--- src/rtl/mem_arb_pkg.sv ---
// mem_arb_pkg: shared types and constants for the fetch/data memory arbiter
package mem_arb_pkg;
  typedef enum logic [1:0] {IDLE, FETCH, DATA} state_t;
  typedef enum logic {LAST_FETCH, LAST_DATA} last_t;
  localparam logic [31:0] TIMEOUT_DATA = 32'h0;
endpackage

--- src/rtl/arb_timeout.sv ---
// arb_timeout: down-counter that flags the last allowed wait cycle of a transaction
module arb_timeout #(
  parameter int TIMEOUT = 16
) (
  input  logic clk,
  input  logic rst,
  input  logic clr,
  input  logic en,
  output logic expire
);
  localparam int W = TIMEOUT > 2 ? $clog2(TIMEOUT) : 1;
  // Loaded with TIMEOUT-2 so expiry lands on the (TIMEOUT-1)th request cycle
  localparam logic [W-1:0] LOAD = W'(TIMEOUT > 2 ? TIMEOUT - 2 : 0);
  logic [W-1:0] cnt;
  always_ff @(posedge clk) begin
    if (rst) cnt <= '0;
    else if (clr) cnt <= LOAD;
    else if (en && cnt != '0) cnt <= cnt - 1'b1;
  end
  assign expire = (TIMEOUT != 0) & en & (cnt == '0);
endmodule

--- src/rtl/mem_arbiter.sv ---
// mem_arbiter: serialises MIPS fetch and data accesses onto one single-port memory
module mem_arbiter
  import mem_arb_pkg::*;
#(
  parameter int TIMEOUT = 16
) (
  input  logic        clk,
  input  logic        rst,
  input  logic        i_req,
  input  logic [31:0] i_addr,
  output logic [31:0] i_rdata,
  output logic        i_ready,
  input  logic        d_read,
  input  logic        d_write,
  input  logic [31:0] d_addr,
  input  logic [31:0] d_wdata,
  output logic [31:0] d_rdata,
  output logic        d_ready,
  output logic        m_req,
  output logic        m_we,
  output logic [31:0] m_addr,
  output logic [31:0] m_wdata,
  input  logic [31:0] m_rdata,
  input  logic        m_ack,
  output logic        err,
  output logic        stall
);
  state_t state;
  last_t  last;
  logic   i_pend, d_pend, grant_i, grant_d, expire;
  // A port whose ready is pulsing still shows its stale request this cycle
  assign i_pend  = i_req & ~i_ready;
  assign d_pend  = (d_read | d_write) & ~d_ready;
  assign grant_d = d_pend & ~(i_pend & (last == LAST_DATA));
  assign grant_i = i_pend & ~grant_d;
  assign stall   = i_pend | d_pend;
  arb_timeout #(.TIMEOUT(TIMEOUT)) u_timeout (
    .clk   (clk),
    .rst   (rst),
    .clr   ((state == IDLE) & (grant_d | grant_i)),
    .en    ((state != IDLE) & ~m_ack),
    .expire(expire)
  );
  always_ff @(posedge clk) begin
    if (rst) begin
      state   <= IDLE;
      last    <= LAST_FETCH;
      m_req   <= 1'b0;
      m_we    <= 1'b0;
      m_addr  <= '0;
      m_wdata <= '0;
      i_rdata <= '0;
      d_rdata <= '0;
      i_ready <= 1'b0;
      d_ready <= 1'b0;
      err     <= 1'b0;
    end else begin
      i_ready <= 1'b0;
      d_ready <= 1'b0;
      err     <= 1'b0;
      if (state == IDLE) begin
        if (grant_d) begin
          state   <= DATA;
          m_req   <= 1'b1;
          m_we    <= d_write;
          m_addr  <= d_addr;
          m_wdata <= d_wdata;
        end else if (grant_i) begin
          state  <= FETCH;
          m_req  <= 1'b1;
          m_we   <= 1'b0;
          m_addr <= i_addr;
        end
      end else if (m_ack || expire) begin
        state <= IDLE;
        m_req <= 1'b0;
        err   <= ~m_ack;
        if (state == FETCH) begin
          last    <= LAST_FETCH;
          i_ready <= 1'b1;
          i_rdata <= m_ack ? m_rdata : TIMEOUT_DATA;
        end else begin
          last    <= LAST_DATA;
          d_ready <= 1'b1;
          d_rdata <= !m_ack ? TIMEOUT_DATA : m_we ? d_rdata : m_rdata;
        end
      end
    end
  end
endmodule
--- config.mk ---
export PLATFORM = sky130hd
export DESIGN_NAME = mem_arbiter
export DESIGN_NICKNAME = d
export VERILOG_FILES = /design/src/rtl/mem_arb_pkg.sv /design/src/rtl/arb_timeout.sv /design/src/rtl/mem_arbiter.sv
export SDC_FILE = /design/constraint.sdc
export NUM_CORES = 1
export LEC_CHECK = 0
export BUFFER_PORTS_ARGS = -buffer_cell sky130_fd_sc_hd__clkbuf_2
export CAP_MARGIN = 20
export CORE_ASPECT_RATIO = 1.5
export CORE_UTILIZATION = 49
export CTS_CLUSTER_DIAMETER = 40
export DETAILED_ROUTE_END_ITERATION = 10
export PLACE_DENSITY_LB_ADDON = 0.2
export RECOVER_POWER = 100
export SLEW_MARGIN = 20
export SYNTH_ARGS = -nofsm -noshare
export SYNTH_HDL_FRONTEND = slang
export SYNTH_HIERARCHICAL = 1
export SYNTH_SLANG_ARGS = --single-unit
--- constraint.sdc ---
create_clock -name clk -period 4.6 [get_ports clk]
set_clock_uncertainty 0.15 [all_clocks]
set_input_delay 1.38 -clock clk [delete_from_list [all_inputs] [get_ports clk]]
set_output_delay 1.38 -clock clk [all_outputs]
set_load 0.01 [all_outputs]
# Yosys cells after proc, flatten, opt, wreduce, memory -nomap -nowiden
# Cells that the tools add are included.
[op_classes] n_addsub=1 eq_ne=3 n_mux=19 n_bitwise=19 n_reduce_logical=17
[ops] op="two-way mux 32 bit" count=5
[ops] op="AND 1 bit" count=8
[ops] op="two-way mux 1 bit" count=8
[ops] op="two-way mux 2 bit" count=4
[ops] op="two-way mux 4 bit" count=2
[ops] op="inverter 1 bit" count=8
[ops] op="AND reduction 2 bit" count=4
[ops] op="nonzero test 2 bit" count=4
[ops] op="zero test 4 bit" count=1
[ops] op="AND reduction 4 bit" count=1
[ops] op="nonzero test 4 bit" count=1
[ops] op="subtractor 4 x 1 -> 4 bit (second input constant)" count=1
[ops] op="inequality test 3 bit (second input constant)" count=1
[ops] op="bitwise OR 1 bit" count=3
[ops] op="AND reduction 3 bit" count=1
[ops] op="OR reduction 3 bit" count=1
[ops] op="== test 2 x 1 -> 1 bit (second input constant)" count=1
[ops] op="zero test 2 bit" count=1
[ops] op="inequality test 2 bit (second input constant)" count=1
[ops] op="OR reduction 2 bit" count=1
[ops] op="logical AND 1 bit" count=1
[ops] op="logical OR 1 bit" count=1
[word_totals] regBits=140 in_bits=134 out_inout_bits=134 wordCells=72

# Depth between registers and ports, before layout
# Gate-level depths: netlist (run 1).
[logic_depth] word_depth=10 mapped_depth=11 mapped_depth_nobuf=8

# Modules after synthesis
# Netlist (run 1), hierarchy kept.
[modules_own_cells] module="mem_arbiter" instances=1 cells_each=582 area_per_inst_um2=5072.4
[modules_own_cells] module="arb_timeout" instances=1 cells_each=24 area_per_inst_um2=209.0

# Worst setup path after synthesis (run 1)
# Ideal clock, no wire load.
[synth_timing] path_type="input to register" start="input m_ack" end="register i_rdata[21]" setup_ns=0.117 arrival_ns=3.107 path_slack_ns=1.226 stages=11 path_buffers=4 path_cell_list="buf_4 -> clkbuf_1 -> clkbuf_1 -> nor2_1 -> nand2_1 -> nor3_1 -> nor2_2 -> nor2_1 -> nor2_2 -> buf_2 -> a32o_1"
[synth_via] elab_chain_cells=5 elab_cells_between_ends=6
[synth_rtl] element="start: declaration" line_no="mem_arbiter.sv:24" source="input logic m_ack,"
[synth_rtl] element="inverter 1 bit" line_no="mem_arbiter.sv:41" source=".en ((state != IDLE) & ~m_ack),"
[synth_rtl] element="AND 1 bit" line_no="mem_arbiter.sv:41"
[synth_rtl] element="AND 1 bit" line_no="arb_timeout.sv:20" source="assign expire = (TIMEOUT != 0) & en & (cnt == '0);"
[synth_rtl] element="named net expire" line_no="mem_arbiter.sv:30" source="logic i_pend, d_pend, grant_i, grant_d, expire;"
[synth_rtl] element="logical OR 1 bit" line_no="mem_arbiter.sv:74" source="end else if (m_ack || expire) begin"
[synth_rtl] element="AND reduction 3 bit (no source line)"
[synth_rtl] element="end signal: assignment" line_no="mem_arbiter.sv:81" source="i_rdata <= m_ack ? m_rdata : TIMEOUT_DATA;"
[synth_rtl] element="end: declaration" line_no="mem_arbiter.sv:11" source="output logic [31:0] i_rdata,"
# The timed path passes the listed nets, and every way through them passes these cells.
# A chain may end at the register's enable or synchronous reset.

# Worst setup path after layout (run 1)
[layout_timing] start="input m_ack" end="register i_rdata[23]"
# The elaborated chain is that of the path after synthesis.

==> results of run 1 <==
==> routing by layer <==
metal  GRT usage (%)  routed length (microns)  vias up
li1                -                        -     2616
met1           29.77                     5906     2493
met2           46.55                     7920      254
met3           7.707                     1120       39
met4           12.25                      451        0
met5               0                        0        -
==> worst paths after layout <==
path | start | end | slack (ns) | cells after the start
min reg2reg | d_rdata[17] | d_rdata[17] | 0.30 | 2
max | m_ack | i_rdata[23] | 0.93 | 9
min | d_rdata[17] | d_rdata[17] | 0.30 | 2
max reg2reg | state[1] | i_rdata[23] | 1.37 | 10
==> synth_stat cells (2+ instances only) <==
master / n
a311oi_1: 32
a21oi_1: 70
inv_1: 3
buf_4: 15
nand3_1: 2
nor3_1: 4
dfxtp_1: 140
nand4_1: 32
buf_2: 12
nand2b_1: 3
nor2_1: 38
nor2_2: 3
a32o_1: 32
nand2_1: 165
nor2b_1: 3
clkbuf_1: 31
==> flip-flops by register name (all words and copies together) (netlist names) <==
| signal | cells |
|---|---|
| m_addr | 32 |
| last | 1 |
| m_wdata | 32 |
| m_req | 1 |
| state | 2 |
| u_timeout/cnt | 4 |
| d_ready | 1 |
| m_we | 1 |
| d_rdata | 32 |
| err | 1 |
| i_rdata | 32 |
| i_ready | 1 |
==> cell type report <==
type                    count  area (sq um)
multi-input cells         405          2180
flip-flops and latches    140          2803
clock buffers              19         442.9
inverters                   3         11.26
clock inverters            11         122.6
fillers                   966          3557
well taps                 144         180.2
repair buffers            277          1236
==> power groups by stage <==
stage / registers [mW] / clock network, mW / logic (mW)
2_1_floorplan: 1.45 / 0 / 0.325
3_3_place_gp: 1.40 / 0 / 0.577
3_5_place_dp: 1.41 / 0 / 0.593
4_1_cts: 1.38 / 1.32 / 0.597
5_1_grt: 1.40 / 1.39 / 0.625
6_report: 1.39 / 1.30 / 0.566
==> worst register-to-register path, stage by stage, from the launching register on <==
cell	delay, ns
dfxtp_1	0.29
buf_4	0.25
nor2_2	0.24
nor2_1	0.13
nand2_1	0.11
nor3_1	0.07
nor2_1	0.35
nor2_1	0.10
nor2_2	0.12
clkbuf_1	1.13
a32o_1	0.25
==> cell families after synthesis <==
family                     Yosys count
buffers and inverters               61
muxes                                2
AOI/OAI and AO/OA                  143
and+or+nand+nor                    259
DFF                                140
adders and majority gates            1
==> metrics by stage <==
stage	cell area, sq um	hold slack [ns]	std cells
2_1_floorplan	5281	0.2909	606
3_3_place_gp	6599	0.2918	969
3_5_place_dp	6599	0.2959	969
4_1_cts	7164	0.3042	999
5_1_grt	6975	0.3239	999
6_report	6975	0.3019	999
==> flow_summary.json, run 1 <==
{
  "status": "finished with violations",
  "failed_checks": "capacitance limit, slew limit",
  "power_mw": 3.251,
  "fp.dieW_microns": 86.77,
  "ys_seq_elements": 140,
  "tns_ns": 0,
  "vdd_drop_max_mv": 0.2616,
  "rsz0062_at_grt": "false",
  "post_cts_buffers": 0,
  "cap_violations": 1,
  "power_density_nw_per_um2": 466.1,
  "synth_edf_count": 0,
  "cts_buffers": 17,
  "cp.arrival_ns": 3.86,
  "worst_slew_margin_rel_pct": -2.137,
  "intPower_mw": 2.323,
  "cts_resized": 0,
  "synth_nets": 741,
  "grt_max_degree": 66,
  "crit_buf_inv": 2,
  "synthAdderAreaFrac_pct": 0.2369,
  "cts_root_buffer": "clkbuf_16",
  "yosysWarnings": 6,
  "htree_levels": 4,
  "synthMuxAreaShare_pct": 0.4027,
  "holdCritPathClass": "reg2reg",
  "syn_avg_cell_area_sq_um": 8.715,
  "grt_overflow_total": 0,
  "yosysUniqueCellTypes": 37,
  "ant_nets": 0,
  "final_common_cell": "nand2_1",
  "tightest_slew_ns": 1.532,
  "synth_top_area_share_pct": 53.07,
  "critical_path.top_delay_family": "buffers and inverters",
  "clock_path_buffers": 2,
  "synth_cells": 606,
  "wl_per_cell_microns": 15.41,
  "clk_latency_ns": 0.40,
  "hold_viol_final": 0,
  "critPathSlowestCell": "clkbuf_1",
  "routabilityCongestion": 0.8575,
  "leakagePower_nw": 2.799,
  "finalCritPeriodShare_pct": 79.68,
  "cp-end-kind": "flop",
  "layout-drive-gt1-share_pct": 20.47,
  "nets": 979,
  "synth-compound-area-share_pct": 19.50,
  "portBuffers": 267,
  "antenna_cells": 0,
  "die_y_microns": 129.2,
  "synthArstFlopShare_pct": 0,
  "setup_viol": 0,
  "grt_pass1_wl_microns": 23470,
  "slew_violations": 33,
  "drc": 0,
  "synth.area.top_cells": "dfxtp_1 (53%), nand2_1 (12%), a21oi_1 (6.6%), a32o_1 (6.1%), a311oi_1 (5.3%)",
  "synth_area_sq_um": 5281,
  "cts_hold_buf": 0,
  "path_common_cell": "nor2_1",
  "max_clock_freq_mhz": 272.8,
  "fin_ws_ns": 0.9348,
  "cts_tree": "built",
  "grt_antenna_before_repair": 0,
  "slowest_delay_ns": 1.13,
  "io_pins": 268,
  "finish.utilization_pct": 66.23,
  "critical_path_class": "in2reg",
  "cp-start-kind": "input pin",
  "post-route-min-period_ns": 3.665,
  "core_sq_um": 10530,
  "p_seq_share_pct": 42.6,
  "ys_seq_area_share_pct": 53.07,
  "final_cell_mix": "nand2_1 (164), dfxtp_1 (140), clkbuf_1 (139)",
  "dp_hpwl_microns": 10900,
  "cts.sinks": 140,
  "synth-xor-area-share_pct": 0,
  "netSwitchingFraction_pct": 28.55,
  "num_vias": 5402,
  "grt_pass1_vias": 5035,
  "yosys.area_share.simple_pct": 21.11,
  "pwr-share-clk_pct": 40.0,
  "first_pass_iters": 5,
  "synth_top_family_by_area": "simple AND/OR/NAND/NOR gates",
  "switching_power_mw": 0.9282,
  "syn2layout_area_growth_pct": 32.08,
  "routed_wl_microns": 15400,
  "initial_utilization_pct": 50.14,
  "place_ws_ns": 1.079,
  "worstPathMaxFanout": 32,
  "cts.reportedPaths.clkPinSlew_ns": 0.06,
  "viasPerCell": 5.407,
  "p_comb_share_pct": 17.4,
  "cp_cell_sequence": "clkbuf_1 > nor2_1 > nand2_1 > nor3_1 > nor2_1 > nor2_1 > nor2_2 > clkbuf_1 > a32o_1",
  "die_area_sq_um": 11210,
  "crit_required_ns": 4.79,
  "rows": 46,
  "yosysTopAreaCell": "dfxtp_1",
  "synth_ff_type": "dfxtp_1",
  "drt-initial-drc-count": 277,
  "grt_usage_pct": 26.66
}
No activity file was read; power rests on OpenSTA's default activity.
==> run 2: changes to the inputs <==
- CORE_UTILIZATION: 49 -> 41
- clock period: 4.6 -> 3.2 ns (I/O delays scaled with it)
==> run 2 against run 1 <==
Compared with the run above: the run still ends with capacitance limit, slew limit left; critical path type is now reg2reg; hold slack about the same; worst setup slack got worse by 0.47 ns; clock power grew 48%; final area rose by 1.4%.
==> flow_summary.json, run 2 (synthesis gave the netlist of run 1 again) <==
{
  "status": "finished with violations",
  "failed_checks": "capacitance limit, slew limit",
  "r2r-start": "state[1]",
  "grt_antenna_before_repair": 0,
  "setup_viol": 0,
  "crit_start": "state[1]",
  "fill_cells": 1198,
  "netSwitchingFraction_pct": 28.85,
  "ant_nets": 0,
  "critical_path_class": "reg2reg",
  "rows": 50,
  "nets": 985,
  "initial_utilization_pct": 42.21,
  "first_pass_iters": 4,
  "fin_ws_ns": 0.4690,
  "layout-drive-gt1-share_pct": 21.58,
  "slowest_delay_ns": 0.73,
  "wl_per_cell_microns": 15.07,
  "max_clock_freq_mhz": 366.2,
  "endpoint": "i_rdata[24]",
  "regToRegSetupSlack_ns": 0.47,
  "portBuffers": 267,
  "final_cell_area_sq_um": 7073,
  "intPower_mw": 3.376,
  "cts_hold_buf": 0,
  "syn2layout_area_growth_pct": 33.93,
  "cp-end-kind": "flop",
  "fp.dieW_microns": 94.67,
  "viasPerCell": 5.229,
  "finalCritPeriodShare_pct": 85.35,
  "grt_max_degree": 96,
  "p_comb_share_pct": 17.6,
  "clock_path_buffers": 2,
  "cts_tree": "built",
  "num_vias": 5323,
  "multiInputGateArea_sq_um": 2191,
  "pwr-share-clk_pct": 40.5,
  "cp-start-kind": "flop",
  "critPathSlowestCell": "nor2_2",
  "cts_root_buffer": "clkbuf_16",
  "leakagePower_nw": 2.847,
  "cts_buffers": 17,
  "final_common_cell": "nand2_1",
  "die_y_microns": 141,
  "switching_power_mw": 1.369,
  "crit_buf_inv": 2,
  "rr_endpoint": "i_rdata[24]",
  "tns_ns": 0,
  "grt_pass1_wl_microns": 23770,
  "dpl_cell_area_sq_um": 6671,
  "drt-initial-drc-count": 241,
  "p_seq_share_pct": 41.9,
  "cts.sinks": 140,
  "die_area_sq_um": 13350,
  "final_cell_mix": "nand2_1 (165), dfxtp_1 (140), clkbuf_1 (137)",
  "worstPathMaxFanout": 38,
  "crit_required_ns": 3.40,
  "htree_levels": 4,
  "cap_violations": 1,
  "cts_resized": 0,
  "critical_path.top_delay_family": "simple AND/OR/NAND/NOR gates",
  "grt_usage_pct": 22.67,
  "slew_violations": 96,
  "io_pins": 268,
  "vdd_drop_max_mv": 0.3343,
  "post-route-min-period_ns": 2.731,
  "crit_cells": 6,
  "min_from": "m_wdata[6]",
  "cp_cell_sequence": "clkbuf_2 > nand2b_1 > nor2_1 > nor2_2 > buf_4 > a32o_1",
  "post_cts_buffers": 0,
  "cp.arrival_ns": 2.94,
  "dp_hpwl_microns": 10820,
  "core_sq_um": 12510,
  "power_density_nw_per_um2": 670.7,
  "antenna_cells": 0,
  "routabilityCongestion": 0.7594,
  "routed_wl_microns": 15340,
  "drc": 0,
  "cts.reportedPaths.clkPinSlew_ns": 0.06,
  "regArea_sq_um": 2803,
  "worst_slew_margin_rel_pct": -30.14,
  "grt_overflow_total": 0,
  "hold_viol_final": 0,
  "clk_latency_ns": 0.41,
  "place_ws_ns": 0.2400,
  "rsz0062_at_grt": "false",
  "rr_worst_depth": 6,
  "grt_pass1_vias": 5037,
  "holdCritPathClass": "reg2reg",
  "tightest_slew_ns": 1.952
}
-- run 2: worst reg2reg max path, cell delays in order (launching register included) --
cell,delay [ns]
dfxtp_1,0.34
clkbuf_2,0.62
nand2b_1,0.28
nor2_1,0.08
nor2_2,0.73
buf_4,0.33
a32o_1,0.15
-- run 2: worst min path at each step --
| stage | end | slack [ns] | cells after the start |
|---|---|---|---|
| floorplan | last | 0.29 | 1 |
| global placement | d_rdata[5] | 0.29 | 2 |
| detailed placement | m_wdata[6] | 0.30 | 2 |
| CTS | m_wdata[6] | 0.30 | 2 |
| global route | m_wdata[1] | 0.32 | 2 |
| finish | m_wdata[6] | 0.30 | 2 |
-- run 2: cell type report --
class                      count  area share (%)
inverter                       3          0.1592
sequential                   140           39.63
tap                          156           2.760
multi-input combinational    405           30.97
clock inverter                12           1.928
clock buffer                  19           6.262
timing repair buffer         283           18.29
-- run 2: power by group through the flow --
stage	Clock, mW	Sequential (mW)	Combinational (mW)
finish	1.92	1.99	0.835
global route	2.04	2.01	0.927
CTS	1.97	1.99	0.876
detailed placement	0	2.03	0.873
global placement	0	2.02	0.855
floorplan	0	2.08	0.468
-- run 2: metrics by stage --
| stage | cells | util (%) | power, mW | hold WS, ns |
|---|---|---|---|---|
| 2_1_floorplan | 606 | - | 2.553 | 0.2909 |
| 3_3_place_gp | 987 | 53.32 | 2.874 | 0.2916 |
| 3_5_place_dp | 987 | 53.32 | 2.900 | 0.2956 |
| 4_1_cts | 1018 | 57.95 | 4.833 | 0.3039 |
| 5_1_grt | 1018 | 56.53 | 4.976 | 0.3215 |
| 6_report | 1018 | 56.53 | 4.744 | 0.3023 |
-- run 2: metal layers --
metal / share of wire [%] / global-route usage, % / vias up
met5: 0 / 0 / -
met4: 1.3 / 8.772 / 0
met3: 7.4 / 7.443 / 14
met2: 53 / 40.74 / 203
met1: 38 / 23.90 / 2475
li1: - / - / 2631
==> run 3: changes to the inputs <==
- CORE_MARGIN: not set -> 10
==> run 3 against run 2 <==
Compared with the run above: the run now ends clean; total power increased by 0.37%; combinational power increased by 0.5%; sequential power about the same; critical path depth shrank 2; register-to-register slack better by 0.39 ns; core utilization down 0.49 points; clock power is essentially flat; die area rose by 34%; first-iteration DRC count is 18% higher; final area shrank 0.37%; via count increased by 1.7%; critical path type is now in2out; largest cell class unchanged.
==> flow_summary.json, run 3 (synthesis gave the netlist of run 1 again) <==
{
  "critical_path_class": "in2out",
  "wl_per_cell_microns": 17.68,
  "grt_usage_pct": 19.14,
  "clock_path_buffers": 2,
  "crit_required_ns": 2.09,
  "die_area_sq_um": 17910,
  "layout-drive-gt1-share_pct": 20.81,
  "rr_endpoint": "m_addr[13]",
  "regArea_sq_um": 2803,
  "slew_violations": 0,
  "num_vias": 5414,
  "cts_resized": 0,
  "leakagePower_nw": 2.823,
  "endpoint": "stall",
  "cap_violations": 0,
  "portBuffers": 267,
  "cts.reportedPaths.clkPinSlew_ns": 0.05,
  "grt_pass1_wl_microns": 28180,
  "dp_hpwl_microns": 13440,
  "finalCritPeriodShare_pct": 81.75,
  "cts_root_buffer": "clkbuf_16",
  "cts_buffers": 17,
  "first_pass_iters": 5,
  "post_cts_buffers": 0,
  "fp.dieW_microns": 112.7,
  "status": "complete, no violations",
  "rsz0062_at_grt": "false",
  "clk_latency_ns": 0.41,
  "ant_nets": 0,
  "cp-end-kind": "output port",
  "viasPerCell": 5.329,
  "holdCritPathClass": "reg2reg",
  "regToRegSetupSlack_ns": 0.86,
  "max_clock_freq_mhz": 382.3,
  "multiInputGateArea_sq_um": 2185,
  "core_sq_um": 12570,
  "tightest_slew_ns": 1.340,
  "htree_levels": 4,
  "power_density_nw_per_um2": 675.7,
  "drc": 0,
  "syn2layout_area_growth_pct": 33.43,
  "hold_viol_final": 0,
  "io_pins": 268,
  "rows": 50,
  "cts_hold_buf": 0,
  "holdWs_ns": 0.3035,
  "cts.sinks": 140,
  "grt_antenna_before_repair": 0,
  "fill_cells": 1257,
  "tns_ns": 0,
  "antenna_cells": 0,
  "grt_overflow_total": 0,
  "initial_utilization_pct": 42.00,
  "r2r-start": "state[1]",
  "die_y_microns": 159,
  "setup_viol": 0,
  "worstPathMaxFanout": 3,
  "cts_tree": "built",
  "final_cell_mix": "nand2_1 (165), dfxtp_1 (140), clkbuf_1 (140)",
  "grt_max_degree": 68,
  "min_from": "m_wdata[18]",
  "grt_pass1_vias": 5422,
  "routabilityCongestion": 0.8195,
  "final_common_cell": "nand2_1",
  "rr_worst_depth": 6,
  "crit_start": "d_write",
  "nets": 983,
  "vdd_drop_max_mv": 0.4224,
  "cp-start-kind": "input pin",
  "post-route-min-period_ns": 2.616,
  "worst_slew_margin_rel_pct": 10.67,
  "routed_wl_microns": 17960,
  "cp.arrival_ns": 1.51,
  "drt-initial-drc-count": 284
}
run 3: cell types whose count changed in the layout (fill, tap and decap cells not counted), sizes merged:
cell      before  now
buf           14   11
clkinvlp       3    5
inv            7    6
run 3: routing by layer:
layer / vias to the layer above / global-route usage [%] / wire length, microns
li1: 2624 / - / -
met1: 2519 / 19.87 / 6629
met2: 247 / 32.67 / 9071
met3: 24 / 8.023 / 1862
met4: 0 / 8.275 / 396
met5: - / 0 / 0
run 3: where the power goes:
part           switching [mW]  internal [mW]  total, mW
sequential             0.0828           1.90       1.99
clock                   0.769           1.17       1.94
combinational           0.547          0.292      0.839
total                    1.40           3.36       4.76
run 3: worst min path at each step:
stage,endpoint,cells past startpoint
floorplan,last,1
global placement,d_rdata[5],2
detailed placement,d_rdata[14],2
CTS,d_rdata[14],2
global route,d_rdata[14],2
finish,m_wdata[18],2
run 3: worst max-delay path, stage by stage:
cell	delay [ns]
clkbuf_1	0.15
o21bai_1	0.12
nand2_1	0.08
clkbuf_1	0.20
run 3: per-stage QoR:
step / area [sq um] / util [%] / power (mW) / setup WS, ns / std cells
after floorplan: 5281 / - / 2.553 / 0.2459 / 606
after global placement: 6656 / 52.94 / 2.878 / 0.2242 / 985
after detailed placement: 6656 / 52.94 / 2.913 / 0.1180 / 985
after CTS: 7238 / 57.56 / 4.848 / 0.4824 / 1016
after global routing: 7047 / 56.04 / 4.979 / 0.3506 / 1016
final: 7047 / 56.04 / 4.762 / 0.5840 / 1016
run 3: final cells by class:
| cell class | count | share of cell area [%] |
|---|---|---|
| sequential | 140 | 39.77 |
| tap | 156 | 2.770 |
| multi-input combinational | 405 | 31.00 |
| clock inverter | 13 | 2.024 |
| clock buffer | 18 | 6.232 |
| timing repair buffer | 281 | 18.04 |
| inverter | 3 | 0.1598 |
